===== src/rtl/control_sequencer.sv =====
// Hardwired Moore control unit for the single-bus 32-bit datapath.
// Optional single-step mode: define SINGLE_STEP_EN to add the step input.
module control_sequencer #(
  parameter int MEM_WAIT = 1
) (
  input  logic        clk,
  input  logic        clr,
  input  logic [31:0] ir,
  input  logic        con,
  input  logic        stop,
`ifdef SINGLE_STEP_EN
  input  logic        step,
`endif
  output logic [28:0] ctrl,
  output logic [4:0]  operation,
  output logic        run
);

  localparam logic [1:0] MW = 2'(MEM_WAIT);

  localparam logic [28:0] PCOUT  = 29'd1 << 28;
  localparam logic [28:0] PCIN   = 29'd1 << 27;
  localparam logic [28:0] INCPC  = 29'd1 << 26;
  localparam logic [28:0] MARIN  = 29'd1 << 25;
  localparam logic [28:0] MDRIN  = 29'd1 << 24;
  localparam logic [28:0] MDROUT = 29'd1 << 23;
  localparam logic [28:0] READ   = 29'd1 << 22;
  localparam logic [28:0] RAMWE  = 29'd1 << 21;
  localparam logic [28:0] IRIN   = 29'd1 << 20;
  localparam logic [28:0] YIN    = 29'd1 << 19;
  localparam logic [28:0] ZLIN   = 29'd1 << 18;
  localparam logic [28:0] ZHIN   = 29'd1 << 17;
  localparam logic [28:0] ZLOUT  = 29'd1 << 16;
  localparam logic [28:0] ZHOUT  = 29'd1 << 15;
  localparam logic [28:0] HIIN   = 29'd1 << 14;
  localparam logic [28:0] HIOUT  = 29'd1 << 13;
  localparam logic [28:0] LOIN   = 29'd1 << 12;
  localparam logic [28:0] LOOUT  = 29'd1 << 11;
  localparam logic [28:0] GRA    = 29'd1 << 10;
  localparam logic [28:0] GRB    = 29'd1 << 9;
  localparam logic [28:0] GRC    = 29'd1 << 8;
  localparam logic [28:0] RIN    = 29'd1 << 7;
  localparam logic [28:0] ROUT   = 29'd1 << 6;
  localparam logic [28:0] BAOUT  = 29'd1 << 5;
  localparam logic [28:0] COUT   = 29'd1 << 4;
  localparam logic [28:0] CONIN  = 29'd1 << 3;
  localparam logic [28:0] INPOUT = 29'd1 << 2;
  localparam logic [28:0] OUTPIN = 29'd1 << 1;

  typedef enum logic [3:0] {
    S_RESET, S_T0, S_T1, S_T2, S_T3, S_T4,
    S_T5, S_T6, S_T7, S_HALT, S_WAIT
  } state_t;

  state_t     state;
  state_t     fin;
  state_t     wait_next;
  logic [1:0] cnt;
  logic [4:0] opc;
  logic [4:0] imm_op;
  logic [28:0] stall;
  logic       hold;
  logic       last;
  logic       unused;

  logic c_alu, c_imm, c_neg, c_md, c_ld, c_ldi, c_st;
  logic c_br, c_jr, c_in, c_out, c_mfhi, c_mflo, c_halt;
  logic c_mem, c_one;

  assign opc    = ir[31:27];
  assign unused = ^ir[26:0];

  assign c_alu  = opc inside {[5'd3:5'd11]};
  assign c_imm  = opc inside {[5'd12:5'd14]};
  assign c_md   = opc inside {5'd15, 5'd16};
  assign c_neg  = opc inside {5'd17, 5'd18};
  assign c_ld   = opc == 5'd0;
  assign c_ldi  = opc == 5'd1;
  assign c_st   = opc == 5'd2;
  assign c_br   = opc == 5'd19;
  assign c_jr   = opc == 5'd20;
  assign c_in   = opc == 5'd22;
  assign c_out  = opc == 5'd23;
  assign c_mfhi = opc == 5'd24;
  assign c_mflo = opc == 5'd25;
  assign c_halt = opc == 5'd27;
  assign c_mem  = c_ld | c_ldi | c_st;
  assign c_one  = ~(c_alu | c_imm | c_md | c_neg |
                    c_mem | c_br | c_halt);

  assign imm_op = (opc == 5'd12) ? 5'd3 :
                  (opc == 5'd13) ? 5'd5 : 5'd6;

  // RAM reads hold Read/MDRin until the wait count is used up
  assign hold  = (state == S_T1 || (state == S_T6 && c_ld)) &&
                 (cnt != MW);
  assign stall = {28'd0, cnt != 2'd0};

  always_comb begin
    last = 1'b0;
    unique case (state)
      S_T3:    last = c_one;
      S_T4:    last = c_neg;
      S_T5:    last = c_alu | c_imm | c_ldi;
      S_T6:    last = c_md | c_br;
      S_T7:    last = 1'b1;
      default: last = 1'b0;
    endcase
  end

`ifdef SINGLE_STEP_EN
  logic step_q;
  logic rise;

  assign rise = step & ~step_q;
  assign fin  = stop ? S_HALT : S_WAIT;

  always_comb begin
    wait_next = S_WAIT;
    if (stop)
      wait_next = S_HALT;
    else if (rise)
      wait_next = S_T0;
  end

  always_ff @(posedge clk or negedge clr) begin
    if (!clr)
      step_q <= 1'b0;
    else
      step_q <= step;
  end
`else
  assign fin       = stop ? S_HALT : S_T0;
  assign wait_next = S_T0;
`endif

  always_ff @(posedge clk or negedge clr) begin
    if (!clr) begin
      state <= S_RESET;
      cnt   <= 2'd0;
    end else begin
      cnt <= hold ? cnt + 2'd1 : 2'd0;
      unique case (state)
        S_RESET: state <= S_T0;
        S_T0:    state <= S_T1;
        S_T1:    if (!hold) state <= S_T2;
        S_T2:    state <= S_T3;
        S_T3: begin
          if (c_halt)
            state <= S_HALT;
          else
            state <= last ? fin : S_T4;
        end
        S_T4:    state <= last ? fin : S_T5;
        S_T5:    state <= last ? fin : S_T6;
        S_T6:    if (!hold) state <= last ? fin : S_T7;
        S_T7:    state <= fin;
        S_HALT:  state <= S_HALT;
        S_WAIT:  state <= wait_next;
        default: state <= S_RESET;
      endcase
    end
  end

  assign run = !(state inside {S_RESET, S_HALT, S_WAIT});

  always_comb begin
    ctrl      = '0;
    operation = '0;
    unique case (state)
      S_T0: ctrl = PCOUT | MARIN | INCPC;
      S_T1: ctrl = READ | MDRIN | stall;
      S_T2: ctrl = MDROUT | IRIN;
      S_T3: begin
        unique case (1'b1)
          c_alu, c_imm: ctrl = GRB | ROUT | YIN;
          c_neg: begin
            ctrl      = GRB | ROUT | ZLIN;
            operation = opc;
          end
          c_md:   ctrl = GRA | ROUT | YIN;
          c_mem:  ctrl = GRB | BAOUT | YIN;
          c_br:   ctrl = GRA | ROUT | CONIN;
          c_jr:   ctrl = GRA | ROUT | PCIN;
          c_in:   ctrl = INPOUT | GRA | RIN;
          c_out:  ctrl = GRA | ROUT | OUTPIN;
          c_mfhi: ctrl = HIOUT | GRA | RIN;
          c_mflo: ctrl = LOOUT | GRA | RIN;
          default: ctrl = '0;
        endcase
      end
      S_T4: begin
        unique case (1'b1)
          c_alu: begin
            ctrl      = GRC | ROUT | ZLIN;
            operation = opc;
          end
          c_imm: begin
            ctrl      = COUT | ZLIN;
            operation = imm_op;
          end
          c_neg: ctrl = ZLOUT | GRA | RIN;
          c_md:  ctrl = GRB | ROUT | ZLIN | ZHIN;
          c_mem: begin
            ctrl      = COUT | ZLIN;
            operation = 5'd3;
          end
          c_br:  ctrl = PCOUT | YIN;
          default: ctrl = '0;
        endcase
      end
      S_T5: begin
        unique case (1'b1)
          c_alu, c_imm, c_ldi: ctrl = ZLOUT | GRA | RIN;
          c_md:       ctrl = ZLOUT | LOIN;
          c_ld, c_st: ctrl = ZLOUT | MARIN;
          c_br: begin
            ctrl      = COUT | ZLIN;
            operation = 5'd3;
          end
          default: ctrl = '0;
        endcase
      end
      S_T6: begin
        unique case (1'b1)
          c_md: ctrl = ZHOUT | HIIN;
          c_ld: ctrl = READ | MDRIN | stall;
          c_st: ctrl = GRA | ROUT | MDRIN;
          c_br: ctrl = con ? (ZLOUT | PCIN) : '0;
          default: ctrl = '0;
        endcase
      end
      S_T7: begin
        unique case (1'b1)
          c_ld: ctrl = MDROUT | GRA | RIN;
          c_st: ctrl = RAMWE;
          default: ctrl = '0;
        endcase
      end
      default: ctrl = '0;
    endcase
  end

endmodule

===== config.mk =====
export PLATFORM = sky130hd
export DESIGN_NAME = control_sequencer
export DESIGN_NICKNAME = d
export VERILOG_FILES = /design/src/rtl/control_sequencer.sv
export SDC_FILE = /design/constraint.sdc
export NUM_CORES = 1
export LEC_CHECK = 0
export CORE_MARGIN = 5
export CORE_UTILIZATION = 39
export DETAILED_ROUTE_END_ITERATION = 8
export GPL_ROUTABILITY_DRIVEN = 0
export HOLD_SLACK_MARGIN = 0.12
export MAX_ROUTING_LAYER = met4
export PLACE_DENSITY_LB_ADDON = 0.05
export SYNTH_ARGS = -nofsm -noshare
export SYNTH_HDL_FRONTEND = slang
export SYNTH_SLANG_ARGS = --single-unit

===== constraint.sdc =====
create_clock -name clk -period 4.9 [get_ports clk]
set_input_delay 0.98 -clock clk [delete_from_list [all_inputs] [get_ports clk]]
set_output_delay 0.98 -clock clk [all_outputs]
set_load 0.05 [all_outputs]

Word-level counts from Yosys, hierarchy flattened

Cells that the tools add are included.

Word-level logic and storage cells: 88
Bits in registers: 6

Reductions and logical operators: 18
Eq/ne operators: 28
Multiplexer cells: 24
Bitwise gates (word level): 11
Order comparisons: 4
Add/sub/neg operators: 1

Operator list:

| kind               | count |
|---|---|
| $pmux 28 s10       | 1 |
| $pmux 29 s8        | 1 |
| $pmux 29 s5        | 1 |
| $pmux 28 s4        | 1 |
| $pmux 26 s4        | 1 |
| $eq 5x5->1 const B | 10 |
| $pmux 24 s2        | 1 |
| $pmux 4 s10        | 1 |
| $mux 4             | 8 |
| $pmux 5 s3         | 2 |
| $mux 28            | 1 |
| $eq 4x3->1 const B | 4 |
| $eq 5x4->1 const B | 3 |
| $eq 4x4->1 const B | 3 |
| $le 5x4->1 const B | 2 |
| $or 1x1->1         | 10 |
| $eq 4x2->1 const B | 2 |
| $reduce_or 2->1    | 4 |
| $mux 2             | 3 |
| $reduce_bool 2->1  | 3 |
| $eq 5x1->1 const B | 1 |
| $eq 5x2->1 const B | 1 |
| $ge 5x2->1 const B | 1 |
| $ge 5x4->1 const B | 1 |
| 16 further kinds   | 20 |

Longest topological paths before layout

Gate-level depths: netlist of the first run.

Depth in word-level cells: 13
Depth in mapped cells: 7

Least setup slack after synthesis of the first run

OpenSTA, ideal clock, no wires.

Path kind: input to output
From: input port ir[27]
To: output port operation[2]
Buffers on the path: 1
Arrival time: 3,808 ps
Stages: 3
Setup slack: 112 ps
Cells stage by stage: clkbuf_1 xnor2_1 a2111oi_0

Longest elaborated chain between the ends: 5
Elaborated cells between the ends (all ways): 19

RTL lines:

| what                                                               | RTL line | source |
|---|---|---|
| start: declaration                                                 | 8        | `input logic [31:0] ir,` |
| parallel branches: the longest is 4 deep, another holds $ge 5x4->1 | --       |  |
| $pmux 5 s3 *                                                       | 170      | `unique case (state)` |
| end: declaration                                                   | 15       | `output logic [4:0] operation,` |

Mark *: on every way between the ends.

Final worst setup path of the first run

From: input port ir[27]
To: output port ctrl[6]

Longest elaborated chain between the ends: 6
Elaborated cells between the ends (all ways): 29

RTL lines:

| what                                                               | RTL line | source |
|---|---|---|
| parallel branches: the longest is 5 deep, another holds $ge 5x2->1 | --       |  |
| $pmux 29 s8 *                                                      | 170      |  |
| end: declaration                                                   | 14       | `output logic [28:0] ctrl,` |

Marked as above.

==> impl_metrics.yaml, run 1 <==
finish:
  seq_area_um2: 150
  num_antenna_cells: 0
  multi_input_area_um2: 846
  syn2layout_area_growth_pct: 44.3
  fill_cells: 272
  fin_nets: 245
  final_area_um2: 1560
  layout-drive-gt1-share_pct: 13.7
drt:
  wirelength_mm: 3.62
  vias_per_cell: 5.89
  drcViolationCount: 0
  via_count: 1389
  drtIter0Drc: 91
  firstDrtPassIters: 4
  avgRoutedWirePerCell_um: 15.3
  ant_nets: 0
sta:
  hold_viol: 0
  holdWs_ns: 0.469
  worst_slew_pin_slew_ns: 0.583
  min_period_ns: 4.47
  timing.fmax_mhz: 224
  setup_tns_ns: 0
  setup_viol: 0
  grt_setup_unrepaired: "no"
  worst_clock_skew_ns: 0.00161
  drv_slew: 0
  relSlewSlack_pct: 60.6
  fin_crit_sh_pct: 91.3
floorplan:
  core_um2: 2710
  die_y_um: 62.7
  start_util_pct: 39.9
  die_area_um2: 3930
  die_w_um: 62.7
  io_pins: 71
  num_rows: 19
critical_path:
  path_max_fanout: 12
  critPathMaxStageDelay_ns: 0.73
  cp.buffers_inverters: 2
  rrSetupSlack_ns: 2.85
  crit_family: "buffers and inverters"
  path_cells: "clkdlybuf4s50_1, nor2_1, a32oi_1, nor2_1, a211oi_1, nand2_1, clkdlybuf4s50_1"
  slowest_stage: "clkdlybuf4s50_1"
  path_class: "in2out"
  worstReg2RegEnd: "state[2]$_DFFE_PN0P_"
  critPathLaunchType: "primary input"
  worst_ep_required_time_ns: 3.92
  arrival_ns: 3.49
  reg2reg_depth: 5
  r2r-start: "state[0]$_DFFE_PN0P_"
  critical_path.endpoint_type: "primary output"
power:
  power_frac_seq_pct: 17.1
  ir_worst_vdd_v: 0.000407
  cellPowerDensity_nw_per_um2: 460
  intPower_mw: 0.298
  comb_power_share_pct: 76.8
  leakage_nw: 0.653
  p_sw_mw: 0.420
  switching_share_pct: 58.5
  power_frac_clock_pct: 6.1
placed_design:
  io_buffers: 43
  dp_hpwl_mm: 2.86
  place_area_um2: 1540
grt:
  grt_max_degree: 17
  grt_pass1_wl_mm: 6.09
  grt-ovfl-total: 0
  grt_pass1_vias: 1320
  antenna_found_initial: 0
  grt_usage_pct: 18.6
synthesis:
  async_flop_share_pct: 100
  ys.flop_type: "dfrtp_1"
  netlist_area_um2: 1080
  syn_area_per_cell_um2: 6.59
  yosys.area.top_type_share_pct: 13.9
  synth_edf_count: 0
  syn_inst: 164
  ys_warn_count: 0
  ys_types: 51
  ys_seq_area_share_pct: 13.9
  ys_ff_latch: 6
  syn-num-nets: 202
  synth_top_area_cell: "dfrtp_1"
  netlist_top_cells_area: "dfrtp_1 14%, nor2_1 6.9%, nand2_1 6.6%"
clocking:
  cts_buffers: 3
  htreeDepth: 1
  clk_pin_slew_ns: 0.04
  postCtsSetupRepairBufs: 0
  cts_root_buf: "clkbuf_4"
  clockBufferDepth: 2
  cts-resized-gates: 0
  hold_buffers: 0
  cts.sinks: 6
  cts_tree: "yes"
  worstSkewPairLatency_ns: 0.24
hold_path:
  whs_endpoint: "cnt[0]$_DFF_PN0_"
  worstHoldStart: "cnt[0]$_DFF_PN0_"
  hold_path_depth: 1
  hold_class: "reg2reg"
run:
  drv_cap: 0
outcome:
  status: "complete, no violations"
==> kinds of logic after synthesis <==
| logic type | Yosys count | synth area share (%) |
|---|---|---|
| buffers and inverters | 20 | 7.87 |
| DFF | 6 | 13.9 |
| AOI/OAI and AO/OA | 53 | 35.2 |
| adders and majority gates | 2 | 2.31 |
| xor gates and xnor gates | 2 | 1.62 |
| and+or+nand+nor | 81 | 39.1 |
==> state kept, by name, indices dropped and copies added (netlist names) <==
register,cells
cnt,2
state,4
==> power by group through the flow <==
stage	logic [mW]	registers, mW	clock network, mW
6_report	0.551	0.123	0.0438
5_1_grt	0.589	0.130	0.0500
4_1_cts	0.554	0.121	0.0458
3_5_place_dp	0.552	0.122	0
3_3_place_gp	0.549	0.119	0
2_1_floorplan	0.425	0.0868	0
==> worst register-to-register path, cell delays in order, from the launching register on <==
cell,delay [ns]
dfrtp_1,0.60
nor2b_1,0.38
nand2_1,0.29
o221ai_2,0.28
a21oi_1,0.10
a211o_1,0.28
==> per-layer routing <==
layer / GRT usage, % / routed length, um / vias up
met5: - / 0 / -
met3: 2.88 / 193 / 4
met4: 5.84 / 39 / 0
met2: 32.1 / 1910 / 49
met1: 22.0 / 1480 / 654
li1: - / - / 682
==> synthesized netlist by cell type, types with 3 or more instances <==
| cell | instances |
|---|---|
| and2_1 | 3 |
| nand3_1 | 8 |
| nand2_1 | 19 |
| clkbuf_1 | 5 |
| a211o_1 | 4 |
| or3_1 | 3 |
| nor2b_1 | 6 |
| inv_1 | 8 |
| nor3_1 | 6 |
| o21ai_0 | 12 |
| dfrtp_1 | 6 |
| o22ai_1 | 4 |
| buf_2 | 5 |
| a21oi_1 | 6 |
| nor2_1 | 20 |
| a31oi_1 | 3 |
| a211oi_1 | 3 |
==> area by class of cell <==
| cell class | count | share of cell area (%) |
|---|---|---|
| multi-input combinational | 138 | 54.2 |
| clock buffer | 3 | 1.44 |
| sequential | 6 | 9.62 |
| tap | 31 | 2.49 |
| timing repair buffer | 50 | 30.3 |
| inverter | 8 | 1.92 |
==> stage by stage <==
stage,cells,util [%],setup slack [ns],power (mW)
2_1_floorplan,164,-,0.112,0.512
3_3_place_gp,233,56.7,0.466,0.668
3_5_place_dp,233,56.7,0.436,0.674
4_1_cts,236,57.6,0.449,0.721
5_1_grt,236,57.6,0.310,0.769
6_report,236,57.6,0.429,0.718
==> layout by cell type, fill, tap and decap left out, types with 2 or more instances in the layout <==
cell / instances
a21o_1: 2
o211ai_1: 2
nand3_1: 8
ha_1: 2
dfrtp_1: 6
a22o_1: 2
inv_1: 8
o22ai_1: 4
clkbuf_4: 3
a211o_1: 4
a21oi_1: 6
or2_2: 2
nand2b_1: 2
and2_1: 3
a211oi_1: 3
nor3_1: 6
nor2_1: 20
a21boi_0: 2
nor2b_1: 6
a32oi_1: 2
nand2_1: 19
o21ai_0: 12
nor2_2: 2
or3_1: 3
a31oi_1: 3
clkdlybuf4s50_1: 34
buf_4: 15
==> how the worst max path moves through the flow <==
stage | endpoint | depth (start not counted) | slack (ns) | startpoint
global placement | ctrl[6] | 7 | 0.47 | ir[27]
detailed placement | ctrl[6] | 7 | 0.44 | ir[27]
global route | ctrl[6] | 7 | 0.31 | ir[27]
finish | ctrl[6] | 7 | 0.43 | ir[27]
CTS | ctrl[6] | 7 | 0.45 | ir[27]
floorplan | operation[2] | 3 | 0.11 | ir[27]
Note: power is estimated with default switching activity, not from simulation.
==> run 2: changes to the inputs <==
Settings changed: CORE_MARGIN 5 to not set.
==> impl_metrics.yaml, run 2 (same netlist as run 1, synthesis figures left out) <==
drt:
  drtIter0Drc: 41
  drcViolationCount: 0
  via_count: 1418
  firstDrtPassIters: 4
  avgRoutedWirePerCell_um: 15.2
  vias_per_cell: 6.06
  ant_nets: 0
  wirelength_mm: 3.56
floorplan:
  die_y_um: 54.7
  start_util_pct: 42.5
  num_rows: 18
  die_area_um2: 2990
  core_um2: 2540
  io_pins: 71
  die_w_um: 54.7
grt:
  grt_max_degree: 17
  use_met2_pct: 44.2
  use_met1_pct: 32.6
  antenna_found_initial: 0
  grt_pass1_vias: 1188
  grt-ovfl-total: 0
  grtUsageMet3_pct: 1.94
  grt.busiest_layer: "met2"
  grt_pass1_wl_mm: 5.49
  grt_usage_pct: 26.4
sta:
  relSlewSlack_pct: 63.0
  worst_clock_skew_ns: 0.000434
  drv_slew: 0
  timing.fmax_mhz: 220
  setup_viol: 0
  min_period_ns: 4.54
  holdWs_ns: 0.466
  grt_setup_unrepaired: "no"
  setup_tns_ns: 0
  worst_slew_pin_slew_ns: 0.553
  hold_viol: 0
  fin_crit_sh_pct: 92.6
placed_design:
  io_buffers: 43
  place_inst: 231
  dp_hpwl_mm: 2.79
clocking:
  postCtsSetupRepairBufs: 0
  worstSkewPairLatency_ns: 0.24
  cts_root_buf: "clkbuf_4"
  clk_pin_slew_ns: 0.04
  cts.sinks: 6
  cts_buffers: 3
  cts-resized-gates: 0
  clockBufferDepth: 2
  cts_tree: "yes"
  hold_buffers: 0
  htreeDepth: 1
finish:
  reg_top3: "state: 4 flops, cnt: 2 flops"
  fin_nets: 244
  final_cells: 234
  final_common_cell: "clkdlybuf4s50_1"
  largest_reg_flops: 4
  syn2layout_area_growth_pct: 43.7
  layout_common_cells: "35 x clkdlybuf4s50_1, 20 x nor2_1, 19 x nand2_1"
  layout-drive-gt1-share_pct: 12.7
  largest-register: "state"
  num_antenna_cells: 0
critical_path:
  critPathLaunchType: "primary input"
  critical_path.endpoint_type: "primary output"
  path_class: "in2out"
  slowest_stage: "clkdlybuf4s50_1"
  arrival_ns: 3.56
  critPathMaxStageDelay_ns: 0.80
  path_cells: "clkdlybuf4s50_1, nor2_1, buf_4, a2111oi_2, a211oi_1, nand2_1, clkdlybuf4s50_1"
  crit_top_cell: "clkdlybuf4s50_1"
  rrSetupSlack_ns: 2.87
  worst_ep_required_time_ns: 3.92
  path_max_fanout: 16
  r2r-start: "state[0]$_DFFE_PN0P_"
  reg2reg_depth: 5
  crit_start: "ir[29]"
  worstReg2RegEnd: "state[2]$_DFFE_PN0P_"
power:
  leakage_nw: 0.646
  cellPowerDensity_nw_per_um2: 461
  ir_worst_vdd_v: 0.000349
hold_path:
  whs_endpoint: "cnt[0]$_DFF_PN0_"
  hold_path_depth: 1
  worstHoldStart: "cnt[0]$_DFF_PN0_"
  hold_class: "reg2reg"
run:
  drv_cap: 0
outcome:
  status: "complete, no violations"
run 2: changes by cell type in the layout (fill, tap and decap cells not counted):
cell	change
buf_4	-2
clkdlybuf4s50_1	+1
run 2: where the power goes:
part	total (mW)	internal, mW	switching, mW
clock	0.0426	0.0275	0.0151
sequential	0.122	0.0707	0.0509
combinational	0.552	0.199	0.353
run 2: per-layer routing:
metal	up-vias	part of all wire, %	routed length, um
met1	670	42	1500
met4	0	1.2	42
met2	62	51	1810
met3	5	5.6	200
met5	-	0	0
li1	681	-	-
run 2: area by class of cell:
class	instances	area, um^2
Tap cell	30	37.5
Sequential cell	6	150
Inverter	8	30.0
Multi-Input combinational cell	138	846
Clock buffer	3	22.5
Fill cell	245	991
Timing Repair Buffer	49	468
run 2: worst max-delay path: cells and delay by family:
kind | cells | cell delay (ns)
buf+inv | 3 | 1.78
simple gates | 2 | 0.20
compound gates | 2 | 0.60
run 2: how the worst max path moves through the flow:
stage              endpoint
4_1_cts             ctrl[3]
3_3_place_gp        ctrl[6]
6_report            ctrl[6]
5_1_grt             ctrl[3]
3_5_place_dp        ctrl[3]
2_1_floorplan  operation[2]
run 2: metrics by stage:
stage / instance area [um^2] / utilization, % / setup slack, ns / power (mW)
2_1_floorplan: 1080 / - / 0.112 / 0.512
3_5_place_dp: 1530 / 60.2 / 0.408 / 0.672
4_1_cts: 1550 / 61.1 / 0.411 / 0.720
6_report: 1550 / 61.1 / 0.361 / 0.717
3_3_place_gp: 1530 / 60.2 / 0.418 / 0.667
5_1_grt: 1550 / 61.1 / 0.167 / 0.766
==> run 3: changes to the inputs <==
Settings changed: CELL_PAD_IN_SITES_DETAIL_PLACEMENT set to 0, CELL_PAD_IN_SITES_GLOBAL_PLACEMENT set to 1, CORE_UTILIZATION 39 to 25.
==> impl_metrics.yaml, run 3 (same netlist as run 1, synthesis figures left out) <==
outcome:
  status: "complete, no violations"
drt:
  drcViolationCount: 0
  vias_per_cell: 5.33
  via_count: 1355
  wirelength_mm: 4.09
  drtIter0Drc: 93
  ant_nets: 0
  avgRoutedWirePerCell_um: 16.1
  firstDrtPassIters: 4
finish:
  syn2layout_area_growth_pct: 45.9
  post-route-util_pct: 38.6
  largest_reg_flops: 4
  fin_nets: 244
  layout-drive-gt1-share_pct: 16.7
  reg_top3: "state: 4 flops, cnt: 2 flops"
  layout_common_cells: "27 x clkdlybuf4s50_1, 21 x buf_4, 20 x nor2_1"
  largest-register: "state"
  final_common_cell: "clkdlybuf4s50_1"
  num_antenna_cells: 0
  fill_cells: 432
floorplan:
  die_w_um: 67.8
  io_pins: 71
  num_rows: 23
  die_y_um: 67.8
  core_um2: 4090
  die_area_um2: 4590
  start_util_pct: 26.5
critical_path:
  crit_family: "buffers and inverters"
  slowest_stage: "clkdlybuf4s50_1"
  crit_top_cell: "clkdlybuf4s50_1"
  critPathLaunchType: "primary input"
  cp.buffers_inverters: 2
  cp_num_cells: 6
  critical_path.endpoint_type: "primary output"
  arrival_ns: 3.49
  worst_ep_required_time_ns: 3.92
  path_cells: "clkdlybuf4s50_1, nor3_1, nand2_1, nor2_1, or2_2, clkdlybuf4s50_1"
  path_max_fanout: 12
  reg2reg_depth: 5
  critPathMaxStageDelay_ns: 0.80
  path_class: "in2out"
sta:
  setup_viol: 0
  drv_slew: 0
  hold_viol: 0
  min_period_ns: 4.47
  grt_setup_unrepaired: "no"
  worst_slew_pin_slew_ns: 0.578
  setup_tns_ns: 0
  fin_crit_sh_pct: 91.3
  timing.fmax_mhz: 224
  worst_clock_skew_ns: 0.00213
  relSlewSlack_pct: 61.4
  holdWs_ns: 0.463
grt:
  grt_pass1_vias: 1273
  antenna_found_initial: 0
  grtUsageMet3_pct: 2.36
  grt_usage_pct: 18.9
  grt.busiest_layer: "met2"
  grt_pass1_wl_mm: 6.42
  grt_max_degree: 16
  use_met2_pct: 29.3
  grt-ovfl-total: 0
  use_met1_pct: 27.2
clocking:
  cts.sinks: 6
  postCtsSetupRepairBufs: 0
  cts_buffers: 3
  htreeDepth: 1
  cts-resized-gates: 0
  worstSkewPairLatency_ns: 0.22
  cts_root_buf: "clkbuf_8"
  clk_pin_slew_ns: 0.04
  cts_tree: "yes"
  clockBufferDepth: 2
  hold_buffers: 0
power:
  finalPower_mw: 0.754
  ir_worst_vdd_v: 0.000295
  leakage_nw: 0.669
  cellPowerDensity_nw_per_um2: 478
placed_design:
  dp_hpwl_mm: 3.23
  io_buffers: 43
hold_path:
  hold_class: "reg2reg"
  hold_path_depth: 1
run:
  drv_cap: 0
[run 3: worst reg2reg max path, cell delays in order (launching register included)]
cell and delay, ns:
dfrtp_1 0.60, nor2b_1 0.35, nand2_1 0.27, o221ai_2 0.29, a21oi_1 0.11, a211o_1 0.29
[run 3: final cells by class]
| class | instances | area, um^2 | area share [%] |
|---|---|---|---|
| clock buffers | 3 | 41.3 | 2.62 |
| inverters | 8 | 30.0 | 1.90 |
| multi-input cells | 138 | 846 | 53.6 |
| flip-flops and latches | 6 | 150 | 9.52 |
| well taps | 50 | 62.6 | 3.97 |
| repair buffers | 49 | 448 | 28.4 |
[run 3: worst paths after layout]
check	start	endpoint	slack, ns
worst max-delay path	ir[30]	ctrl[23]	0.43
worst min-delay path	cnt[0]$_DFF_PN0_	cnt[0]$_DFF_PN0_	0.46
worst max register to register	state[0]$_DFFE_PN0P_	state[2]$_DFFE_PN0P_	2.87
worst min register to register	cnt[0]$_DFF_PN0_	cnt[0]$_DFF_PN0_	0.46
max in group asynchronous	clr	state[1]$_DFFE_PN0P_	3.70
min in group asynchronous	clr	state[3]$_DFFE_PN0P_	1.00
[run 3: routing by layer]
layer,vias to the layer above,wire [um]
met1,618,2010
met3,0,278
li1,681,-
met4,0,0
met5,-,0
met2,56,1800
[run 3: metrics by stage]
| stage | area (um^2) | cells | setup slack [ns] |
|---|---|---|---|
| floorplan | 1080 | 164 | 0.112 |
| global placement | 1540 | 251 | 0.471 |
| detailed placement | 1540 | 251 | 0.497 |
| CTS | 1580 | 254 | 0.488 |
| global route | 1580 | 254 | 0.302 |
| finish | 1580 | 254 | 0.426 |
[run 3: power by group]
part           total [mW]  switching (mW)  internal (mW)
Clock              0.0722          0.0195         0.0526
Combinational       0.558           0.361          0.197
Sequential          0.124          0.0534         0.0707
Total               0.754           0.434          0.321
